<file path="src/rtl/cmd_dispatcher.sv">
// -----------------------------------------------------------------------------
// cmd_dispatcher
//
// UART command dispatcher. In idle, a received byte is matched against
// NUM_CH command codes. The lowest matching channel index is activated and
// stays active until that channel raises its done flag or the activity timer
// expires. While a channel is active, its TX byte and start strobe are
// forwarded to the UART transmitter through a registered mux.
//
// Optional feature (macro CMD_DISPATCHER_ACK_EN):
//   When defined, the dispatcher sends its own status byte in a REPLY state
//   after each command: ACK (0x06) after done, CAN (0x18) after a timeout,
//   and NAK (0x15) after an unknown code. When undefined, there is no REPLY
//   state. Unknown codes are then only counted.
//
// Parameters:
//   NUM_CH          number of channels (1..16)
//   CH_CODES        NUM_CH*8-bit code vector; channel k uses bits [8k+7:8k]
//   IDLE_CODE       value shown on 'state' while idle; never a valid command
//   TIMEOUT_CYCLES  maximum active duration in clk cycles; 0 disables it
//   TIMEOUT_W       timer width; must be able to hold TIMEOUT_CYCLES
//
// Ports:
//   clk          system clock
//   reset        asynchronous, active-low reset
//   rx_ready     one-cycle strobe: rx_data is valid
//   rx_data      received byte
//   ch_activate  one-hot channel enable
//   ch_done      per-channel finished flags (only the active one is used)
//   ch_tx_data   per-channel TX byte, channel k at [8k+7:8k]
//   ch_tx_start  per-channel TX start strobe
//   tx_data      byte to uart_tx
//   tx_start     start strobe to uart_tx
//   tx_active    uart_tx is busy
//   tx_done      uart_tx finished a byte
//   state        active command code, or IDLE_CODE
//   busy         a channel is active, or a reply is in progress
//   err_count    saturating count of unknown codes and timeouts
// -----------------------------------------------------------------------------
module cmd_dispatcher #(
  parameter int                   NUM_CH         = 4,
  parameter logic [NUM_CH*8-1:0]  CH_CODES       = {8'h72, 8'h71, 8'h21, 8'h11},
  parameter logic [7:0]           IDLE_CODE      = 8'hFF,
  parameter int unsigned          TIMEOUT_CYCLES = 50_000_000,
  parameter int                   TIMEOUT_W      = 26
) (
  input  logic                  clk,
  input  logic                  reset,
  input  logic                  rx_ready,
  input  logic [7:0]            rx_data,
  output logic [NUM_CH-1:0]     ch_activate,
  input  logic [NUM_CH-1:0]     ch_done,
  input  logic [NUM_CH*8-1:0]   ch_tx_data,
  input  logic [NUM_CH-1:0]     ch_tx_start,
  output logic [7:0]            tx_data,
  output logic                  tx_start,
  input  logic                  tx_active,
  input  logic                  tx_done,
  output logic [7:0]            state,
  output logic                  busy,
  output logic [7:0]            err_count
);

  localparam int IDX_W = (NUM_CH > 1) ? $clog2(NUM_CH) : 1;

  // Terminal timer value; the abort happens on the edge that sees it, which
  // is edge TIMEOUT_CYCLES counted from the activation edge.
  localparam logic [TIMEOUT_W-1:0] TIMER_LAST =
    (TIMEOUT_CYCLES == 0) ? '0 : TIMEOUT_W'(TIMEOUT_CYCLES - 1);
  localparam bit TIMEOUT_EN = (TIMEOUT_CYCLES != 0);

`ifdef CMD_DISPATCHER_ACK_EN
  localparam logic [7:0] BYTE_ACK = 8'h06;
  localparam logic [7:0] BYTE_NAK = 8'h15;
  localparam logic [7:0] BYTE_CAN = 8'h18;

  typedef enum logic [1:0] {
    S_IDLE   = 2'd0,
    S_ACTIVE = 2'd1,
    S_REPLY  = 2'd2
  } fsm_t;
`else
  typedef enum logic [1:0] {
    S_IDLE   = 2'd0,
    S_ACTIVE = 2'd1
  } fsm_t;
`endif

  // ---------------------------------------------------------------------------
  // Registers and their next-state values
  // ---------------------------------------------------------------------------
  fsm_t                  fsm_q,     fsm_d;
  logic [IDX_W-1:0]      idx_q,     idx_d;
  logic [NUM_CH-1:0]     act_q,     act_d;
  logic [7:0]            state_q,   state_d;
  logic [TIMEOUT_W-1:0]  timer_q,   timer_d;
  logic [7:0]            err_q,     err_d;
  logic [7:0]            txd_q,     txd_d;
  logic                  txs_q,     txs_d;
`ifdef CMD_DISPATCHER_ACK_EN
  logic [7:0]            reply_q,   reply_d;
  logic                  sent_q,    sent_d;
`else
  // uart_tx status is only needed when the dispatcher sends replies itself.
  logic                  unused_tx_status;
  assign unused_tx_status = tx_active ^ tx_done;
`endif

  // Per-channel TX bytes unpacked for indexed access.
  logic [7:0] ch_bytes [NUM_CH];
  for (genvar g = 0; g < NUM_CH; g++) begin : g_unpack
    assign ch_bytes[g] = ch_tx_data[8*g +: 8];
  end

  // ---------------------------------------------------------------------------
  // Code decoder: lowest matching index wins; IDLE_CODE never matches.
  // ---------------------------------------------------------------------------
  logic             hit;
  logic [IDX_W-1:0] hit_idx;

  always_comb begin
    // NOTE: every variable driven here gets a default first, so no path
    // leaves it unassigned and no latch is inferred.
    hit     = 1'b0;
    hit_idx = '0;
    if (rx_data != IDLE_CODE) begin
      // Descending scan so the last assignment is the lowest index.
      for (int k = NUM_CH - 1; k >= 0; k--) begin
        if (rx_data == CH_CODES[8*k +: 8]) begin
          hit     = 1'b1;
          hit_idx = IDX_W'(k);
        end
      end
    end
  end

  logic [7:0] err_inc;
  assign err_inc = (err_q == 8'hFF) ? err_q : err_q + 8'd1;

  logic done_now;
  logic timeout_now;
  assign done_now    = ch_done[idx_q];
  assign timeout_now = TIMEOUT_EN && (timer_q == TIMER_LAST);

  // ---------------------------------------------------------------------------
  // Next-state and output logic
  // ---------------------------------------------------------------------------
  always_comb begin
    fsm_d   = fsm_q;
    idx_d   = idx_q;
    act_d   = act_q;
    state_d = state_q;
    timer_d = timer_q;
    err_d   = err_q;
    txd_d   = txd_q;   // tx_data holds unless something drives it
    txs_d   = 1'b0;
`ifdef CMD_DISPATCHER_ACK_EN
    reply_d = reply_q;
    sent_d  = sent_q;
`endif

    unique case (fsm_q)
      S_IDLE: begin
        if (rx_ready) begin
          if (hit) begin
            fsm_d   = S_ACTIVE;
            idx_d   = hit_idx;
            act_d   = NUM_CH'(1) << hit_idx;
            state_d = rx_data;
            timer_d = '0;
          end else begin
            err_d = err_inc;
`ifdef CMD_DISPATCHER_ACK_EN
            fsm_d   = S_REPLY;
            reply_d = BYTE_NAK;
            sent_d  = 1'b0;
`endif
          end
        end
      end

      S_ACTIVE: begin
        // The active channel owns the transmitter; rx_ready is ignored here.
        txd_d = ch_bytes[idx_q];
        txs_d = ch_tx_start[idx_q];

        if (done_now || timeout_now) begin
          act_d   = '0;
          state_d = IDLE_CODE;
          fsm_d   = S_IDLE;
          // Done has priority over a coincident timeout.
          if (!done_now) begin
            err_d = err_inc;
          end
`ifdef CMD_DISPATCHER_ACK_EN
          fsm_d   = S_REPLY;
          reply_d = done_now ? BYTE_ACK : BYTE_CAN;
          sent_d  = 1'b0;
`endif
        end else if (TIMEOUT_EN) begin
          timer_d = timer_q + 1'b1;
        end
      end

`ifdef CMD_DISPATCHER_ACK_EN
      S_REPLY: begin
        // Wait for a free transmitter, strobe the byte once, then wait for
        // the transmitter to report completion.
        if (!sent_q) begin
          if (!tx_active) begin
            txd_d  = reply_q;
            txs_d  = 1'b1;
            sent_d = 1'b1;
          end
        end else if (tx_done) begin
          fsm_d = S_IDLE;
        end
      end
`endif

      default: begin
        fsm_d   = S_IDLE;
        act_d   = '0;
        state_d = IDLE_CODE;
      end
    endcase
  end

  // ---------------------------------------------------------------------------
  // State register
  // ---------------------------------------------------------------------------
  always_ff @(posedge clk or negedge reset) begin
    if (!reset) begin
      fsm_q   <= S_IDLE;
      idx_q   <= '0;
      act_q   <= '0;
      state_q <= IDLE_CODE;
      timer_q <= '0;
      err_q   <= '0;
      txd_q   <= '0;
      txs_q   <= 1'b0;
`ifdef CMD_DISPATCHER_ACK_EN
      reply_q <= '0;
      sent_q  <= 1'b0;
`endif
    end else begin
      // NOTE: sequential state uses non-blocking assignments so every
      // register samples the pre-edge values computed above.
      fsm_q   <= fsm_d;
      idx_q   <= idx_d;
      act_q   <= act_d;
      state_q <= state_d;
      timer_q <= timer_d;
      err_q   <= err_d;
      txd_q   <= txd_d;
      txs_q   <= txs_d;
`ifdef CMD_DISPATCHER_ACK_EN
      reply_q <= reply_d;
      sent_q  <= sent_d;
`endif
    end
  end

  assign ch_activate = act_q;
  assign state       = state_q;
  assign busy        = (fsm_q != S_IDLE);
  assign err_count   = err_q;
  assign tx_data     = txd_q;
  assign tx_start    = txs_q;

endmodule

</file>
<file path="config.mk">
export PLATFORM = sky130hd
export DESIGN_NAME = cmd_dispatcher
export DESIGN_NICKNAME = d
export VERILOG_FILES = /design/src/rtl/cmd_dispatcher.sv
export SDC_FILE = /design/constraint.sdc
export NUM_CORES = 1
export LEC_CHECK = 0
export ABC_CLOCK_PERIOD_IN_PS = 2780
export BUFFER_PORTS_ARGS = -buffer_cell sky130_fd_sc_hd__buf_2
export CAP_MARGIN = 20
export CORE_MARGIN = 3
export CORE_UTILIZATION = 30
export CTS_BUF_LIST = sky130_fd_sc_hd__clkbuf_16
export DETAILED_ROUTE_END_ITERATION = 7
export HOLD_SLACK_MARGIN = 0.06
export MAX_ROUTING_LAYER = met4
export PLACE_DENSITY = 0.61
export SYNTH_ARGS = -nofsm -noshare
export SYNTH_HDL_FRONTEND = slang
export SYNTH_SLANG_ARGS = --single-unit
</file>
<file path="constraint.sdc">
create_clock -name clk -period 2.78 [get_ports clk]
set_clock_uncertainty 0.05 [all_clocks]
set_input_delay 0.139 -clock clk [delete_from_list [all_inputs] [get_ports clk]]
set_output_delay 0.139 -clock clk [all_outputs]
set_load 0.1 [all_outputs]
</file>
==> results of run 1 <==
[power groups by stage]
stage,Clock [uW],Combinational [uW],Sequential [uW]
floorplan,0,208,2120
global placement,0,1420,1140
detailed placement,0,1440,1150
CTS,1170,1440,1140
global route,1200,1500,1160
finish,1140,1430,1140
[worst min-delay path by stage]
stage	startpoint	to	slack [ps]	cells past startpoint
after global routing	rx_data[4]	idx_q[1]	150	3
after floorplan	reset	ch_activate[0]	-210	0
final	rx_data[4]	idx_q[1]	120	3
after CTS	rx_data[4]	idx_q[1]	110	3
after global placement	reset	ch_activate[0]	160	1
after detailed placement	reset	ch_activate[0]	160	1
[cells in the final DEF (no fill, tap or decap), drive strengths merged, types with 2 or more instances in the layout]
cell type    synthesis  layout
buf                  4      91
and3                10      10
and4                 2       2
nor2                21      21
o31ai                2       2
a41oi                6       6
a211oi               3       3
or4                  3       3
a31oi               18      18
dfrtp               50      50
dfstp                8       8
or3                  5       5
inv                  9       9
o21ai               24      24
nor2b                3       3
xnor2                6       6
clkbuf              10       9
o32a                 4       4
nand3               15      15
nor3                 8       8
clkinv               0       5
nand2               27      27
nand4                7       7
or4b                 2       2
and2                 2       2
nand2b               6       6
dlygate4sd3          0       2
bufinv               0       2
ha                   2       2
a21o                 3       3
mux2                 9       9
mux4                10      10
a21oi               17      17
[flip-flops by register name (all words and copies together) (netlist names)]
name and flops:
err_count 8, tx_data 8, fsm_q 1, ch_activate 4
timer_q 26, state 8, tx_start 1, idx_q 2
[area by class of cell]
cell class / instances / area [um^2]
Clock inverter: 7 / 83.8
Fill cell: 977 / 5860
Multi-Input combinational cell: 228 / 1590
Inverter: 9 / 33.8
Sequential cell: 58 / 1460
Timing Repair Buffer: 93 / 541
Tap cell: 133 / 166
Clock buffer: 9 / 225
[cell usage after synthesis, drive strengths merged]
cell type  number  area [um^2]
a211o           1         8.76
a211oi          3         22.5
a21o            3         22.5
a21oi          17         85.1
a22o            1         8.76
a31oi          18          113
a32oi           1         8.76
a41oi           6         52.6
and2            2         12.5
and3           10         62.6
and3b           1         8.76
and4            2         17.5
buf             4         18.8
clkbuf         10         37.5
dfrtp          50         1250
dfstp           8          210
ha              2         25.0
inv             9         33.8
mux2            9          101
mux4           10          225
nand2          27          104
nand2b          6         37.5
nand3          15         75.1
nand4           7         43.8
nand4b          1         8.76
nor2           21         81.3
nor2b           3         18.8
nor3            8         51.3
nor3b           1         7.51
o21a            1         7.51
o21ai          24          120
o21ba           1         10.0
o21bai          1         7.51
o2bb2ai         1         15.0
o31ai           2         28.8
o32a            4         40.0
o32ai           1         8.76
o41ai           1         8.76
or3             5         31.3
or4             3         26.3
or4b            2         20.0
xnor2           6         52.6
xor2            1         8.76
[per-layer routing]
layer  part of all wire [%]  wire (um)  vias to the layer above  track usage (%)
met4                    1.0         79                        0             4.69
met2                     48       3740                       80             23.8
li1                       -          -                     1351                -
met3                    5.4        419                        9             3.76
met5                      0          0                        -                -
met1                     46       3560                     1363             17.4
[cells by family (layout without fill, tap and decap cells)]
group / after synthesis / count (layout)
mux: 19 / 19
flops: 58 / 58
fa+ha+maj: 2 / 2
buf+inv: 23 / 118
xor+xnor: 7 / 7
simple gates: 114 / 114
compound gates: 86 / 86
[worst register-to-register path, delay by kind of cell (launching register included)]
kind               cells  cell delay, ps
and+or+nand+nor        4            1670
AOI/OAI and AO/OA      2             360
DFF                    1             420
[timing repair]
action | CTS | global route
endpoints found under the setup margin | 0 | 0
hold endpoints to repair | 25 | 0
hold buffers | 2 | 0
[through the flow]
stage,setup WS (ps),std cells
final,155,537
after global placement,200,519
after detailed placement,140,519
after CTS,130,537
after floorplan,37.9,309
after global routing,19.1,537
==> run metrics, run 1 <==
starting DRC count in detailed routing 148; Post-CTS Setup Bufs 0; Layout Utilization 41.2%; yosys warns 0; share of total power in combinational logic 38.6%; row cnt 36; worst min-delay path class input pin to flop; Flop pwr share 30.7%; Total Power 3710 uW; largest net degree at the start of global routing 31; max_slew headroom 35.2%; CP Capture Point ch_activate[2]; largest family of logic cells by synthesized area simple AND/OR/NAND/NOR gates; Clock Path Buffers 2; CP required 2920 ps; global route overflow 0; crit-path max FO 8; post-synthesis mux area share 10.4%; outcome finished clean; initial antenna violation count 0; origin of the critical flop-to-flop path timer_q[11]; die area 11700 um^2; Synth Area in Adders 0.797%; CP max stage cell or4_4; DP HPWL 5690 um; crit end category flop; CP top delay family simple AND/OR/NAND/NOR gates; Worst Hold Slack 116 ps; area share of and/or/nand/nor cells after synthesis 19.3%; Setup-failing EPs final 0; Yosys reg bits 58; PortBufs 80; period utilisation layout 94.4%; Pre-antenna DRT Iters 4; syn avg cell area 10.2 um^2; Levels on crit path 6; area of the mapped netlist 3140 um^2; CP cell instances or4_1, or4_4, nor3_4, a211oi_1, nor2_2, o21ai_0; Reg2Reg Depth 6; Sw Share 44.7%; Worst Path Buf+Inv 0; Worst-Margin Slew 966 ps; Syn Inst Count 309; Synth Area in Compound Gates 18.1%; Setup crit start timer_q[11]; fin crit period 2630 ps; P_leak 0.00182 uW; Avg WL per Cell 14.5 um; Sw Pwr 1660 uW; Setup TNS Final 0 ps; Power per Cell Area 904 nW/um^2; CTS HTree Levels 3; vias per inst 5.22; clk sinks 58; clock share of power 30.7%; critical setup path kind flop to flop; placed inst area 3770 um^2; Max Fclk 381 MHz; Layout Nets 454; io pins 83; post-CTS sizing 0; Core Region 9950 um^2; clock-pin slew on the worst setup and hold paths 50 ps; GRT Total Usage 14.5%; n_diodes 0; DRC 0; worst path arrival time 2760 ps; Critical R2R Capture ch_activate[2]; global-route wire length before repair 13100 um; clock root buffer clkbuf_16; die height 108 um; CTS buffer count 9; Area Overhead vs Synth 30.6%; Worst-Skew Late Latency 320 ps; max_cap viols 0; Final Max Tran Viols 0; Unique masters post-synth 53; layout cells sized above 1 34.9%; Vias 2803; final-report hold violation count 0; antenna-violating nets left 0; Syn Nets 364; gp weighted congestion 0.802; Worst setup SP type flop; XOR/XNOR Fraction of Synth Area 1.95%; slowest stage delay, CP 540 ps; unrepaired setup endpoints after global routing no; Detailed Route WL 7800 um; Max IR drop VDD 0.711 mV; Final Instance Area 4100 um^2; vias in the first global route 2737; Initial Util 31.5%; R2R Setup Slk 150 ps; sequential fraction of the synthesis area 46.6%; Int Power 2050 uW; chip width 108 um; CTS tree yes
Note: power is estimated with default switching activity, not from simulation.
==> run 2, diff against run 1 <==
--- a/config.mk
+++ b/config.mk
@@ -14,7 +14,7 @@
 export DETAILED_ROUTE_END_ITERATION = 7
 export HOLD_SLACK_MARGIN = 0.06
 export MAX_ROUTING_LAYER = met4
-export PLACE_DENSITY = 0.61
+export RECOVER_POWER = 100
 export SYNTH_ARGS = -nofsm -noshare
 export SYNTH_HDL_FRONTEND = slang
 export SYNTH_SLANG_ARGS = --single-unit
==> run metrics, run 2 (same netlist as run 1, synthesis figures left out) <==
outcome finished clean; CTS tree yes; CTS buffer count 9; Clock Path Buffers 2; largest net degree at the start of global routing 25; die height 108 um; chip width 108 um; Max Used Layer met4; slowest stage delay, CP 670 ps; vias per inst 5.17; met2 routed WL 3710 um; gp weighted congestion 0.830; PortBufs 80; CP cell instances dlygate4sd3_1, clkbuf_1, nand2b_1, or4b_2, a211o_1, a21o_1, buf_4, o21ai_0, o21ai_0; initial antenna violation count 0; CP max stage cell or4b_2; Worst Hold Slack 121 ps; CP required 2930 ps; crit end category flop; Worst-Skew Late Latency 330 ps; unrepaired setup endpoints after global routing no; setup ws final 182 ps; Largest Register timer_q; CP most frequent cell o21ai_0; global-route wire length before repair 13300 um; Max IR drop VDD 0.603 mV; fin crit period 2600 ps; Detailed Route WL 7970 um; Worst setup SP type input pin; Core Region 9950 um^2; Avg WL per Cell 14.8 um; starting DRC count in detailed routing 161; vias in the first global route 2734; crit-path max FO 10; Worst Path Buf+Inv 3; Critical R2R Capture err_count[6]; clock-pin slew on the worst setup and hold paths 50 ps; worst min-delay path class input pin to flop; layout cells sized above 1 26.4%; CTS Hold Bufs 2; met3 WL post-DR 496 um; CTS HTree Levels 3; Vias 2785; fill count 995; Setup TNS Final 0 ps; Setup crit start rx_data[1]; max_cap viols 0; clock root buffer clkbuf_16; Layout Nets 456; Setup-failing EPs final 0; row cnt 36; final-report hold violation count 0; clk sinks 58; Pre-antenna DRT Iters 4; CP top delay family simple AND/OR/NAND/NOR gates; GRT Total Usage 14.8%; wire length on met1 3690 um; Power per Cell Area 947 nW/um^2; max reg flops 26; Post-CTS Setup Bufs 0; antenna-violating nets left 0; post-CTS sizing 0; n_diodes 0; Initial Util 31.5%; die area 11700 um^2; R2R Setup Slk 190 ps; worst path arrival time 2750 ps; P_leak 0.00173 uW; pre-CTS setup slack 192 ps; Max Fclk 385 MHz; io pins 83; critical setup path kind input pin to flop; max_slew headroom 21.1%; Area Overhead vs Synth 30.0%; Final Max Tran Viols 0; DRC 0; Hold Path End state[4]; global route overflow 0; hold depth 2; period utilisation layout 93.5%; origin of the critical flop-to-flop path timer_q[16]; commonest non-fill, non-tap cell in the layout dfrtp_1; sequential cell area 1460 um^2; Reg2Reg Depth 7; multi-input logic area 1580 um^2; critical hold path startpoint rx_data[4]; DP HPWL 5760 um; leading cell types in the layout, fill and taps excluded dfrtp_1 (50), buf_2 (48), clkbuf_1 (34); Worst-Margin Slew 1190 ps; Levels on crit path 9
[run 2: layout make-up]
type                    count  share of cell area (%)
clock buffers               9                    5.52
flip-flops and latches     58                    35.8
multi-input cells         228                    38.7
repair buffers             95                    11.8
inverters                   9                   0.828
well taps                 133                    4.08
clock inverters             7                    3.25
[run 2: per-stage QoR]
step                power (uW)  utilization (%)  instance area (um^2)  cells
floorplan                 2330                -                  3140    309
global placement          2570             37.8                  3760    521
detailed placement        2580             37.8                  3760    521
CTS                       3950             41.6                  4140    539
global route              4010             41.0                  4080    539
finish                    3870             41.0                  4080    539
[run 2: power breakdown]
part	switching [uW]	internal (uW)	total [uW]
Combinational	1170	211	1380
Sequential	119	1020	1140
Clock	387	957	1340
Total	1680	2190	3870
[run 2: metal layers]
metal,GRT usage [%],vias to the layer above
li1,-,1360
met1,18.5,1334
met2,22.3,85
met3,4.42,6
met4,6.58,0
met5,-,-
[run 2: worst max-delay path by stage]
stage / end / slack, ps
after floorplan: err_count[1] / 40
after global routing: timer_q[14] / 20
final: timer_q[24] / 180
after CTS: state[6] / 180
after detailed placement: state[6] / 190
after global placement: ch_activate[3] / 250
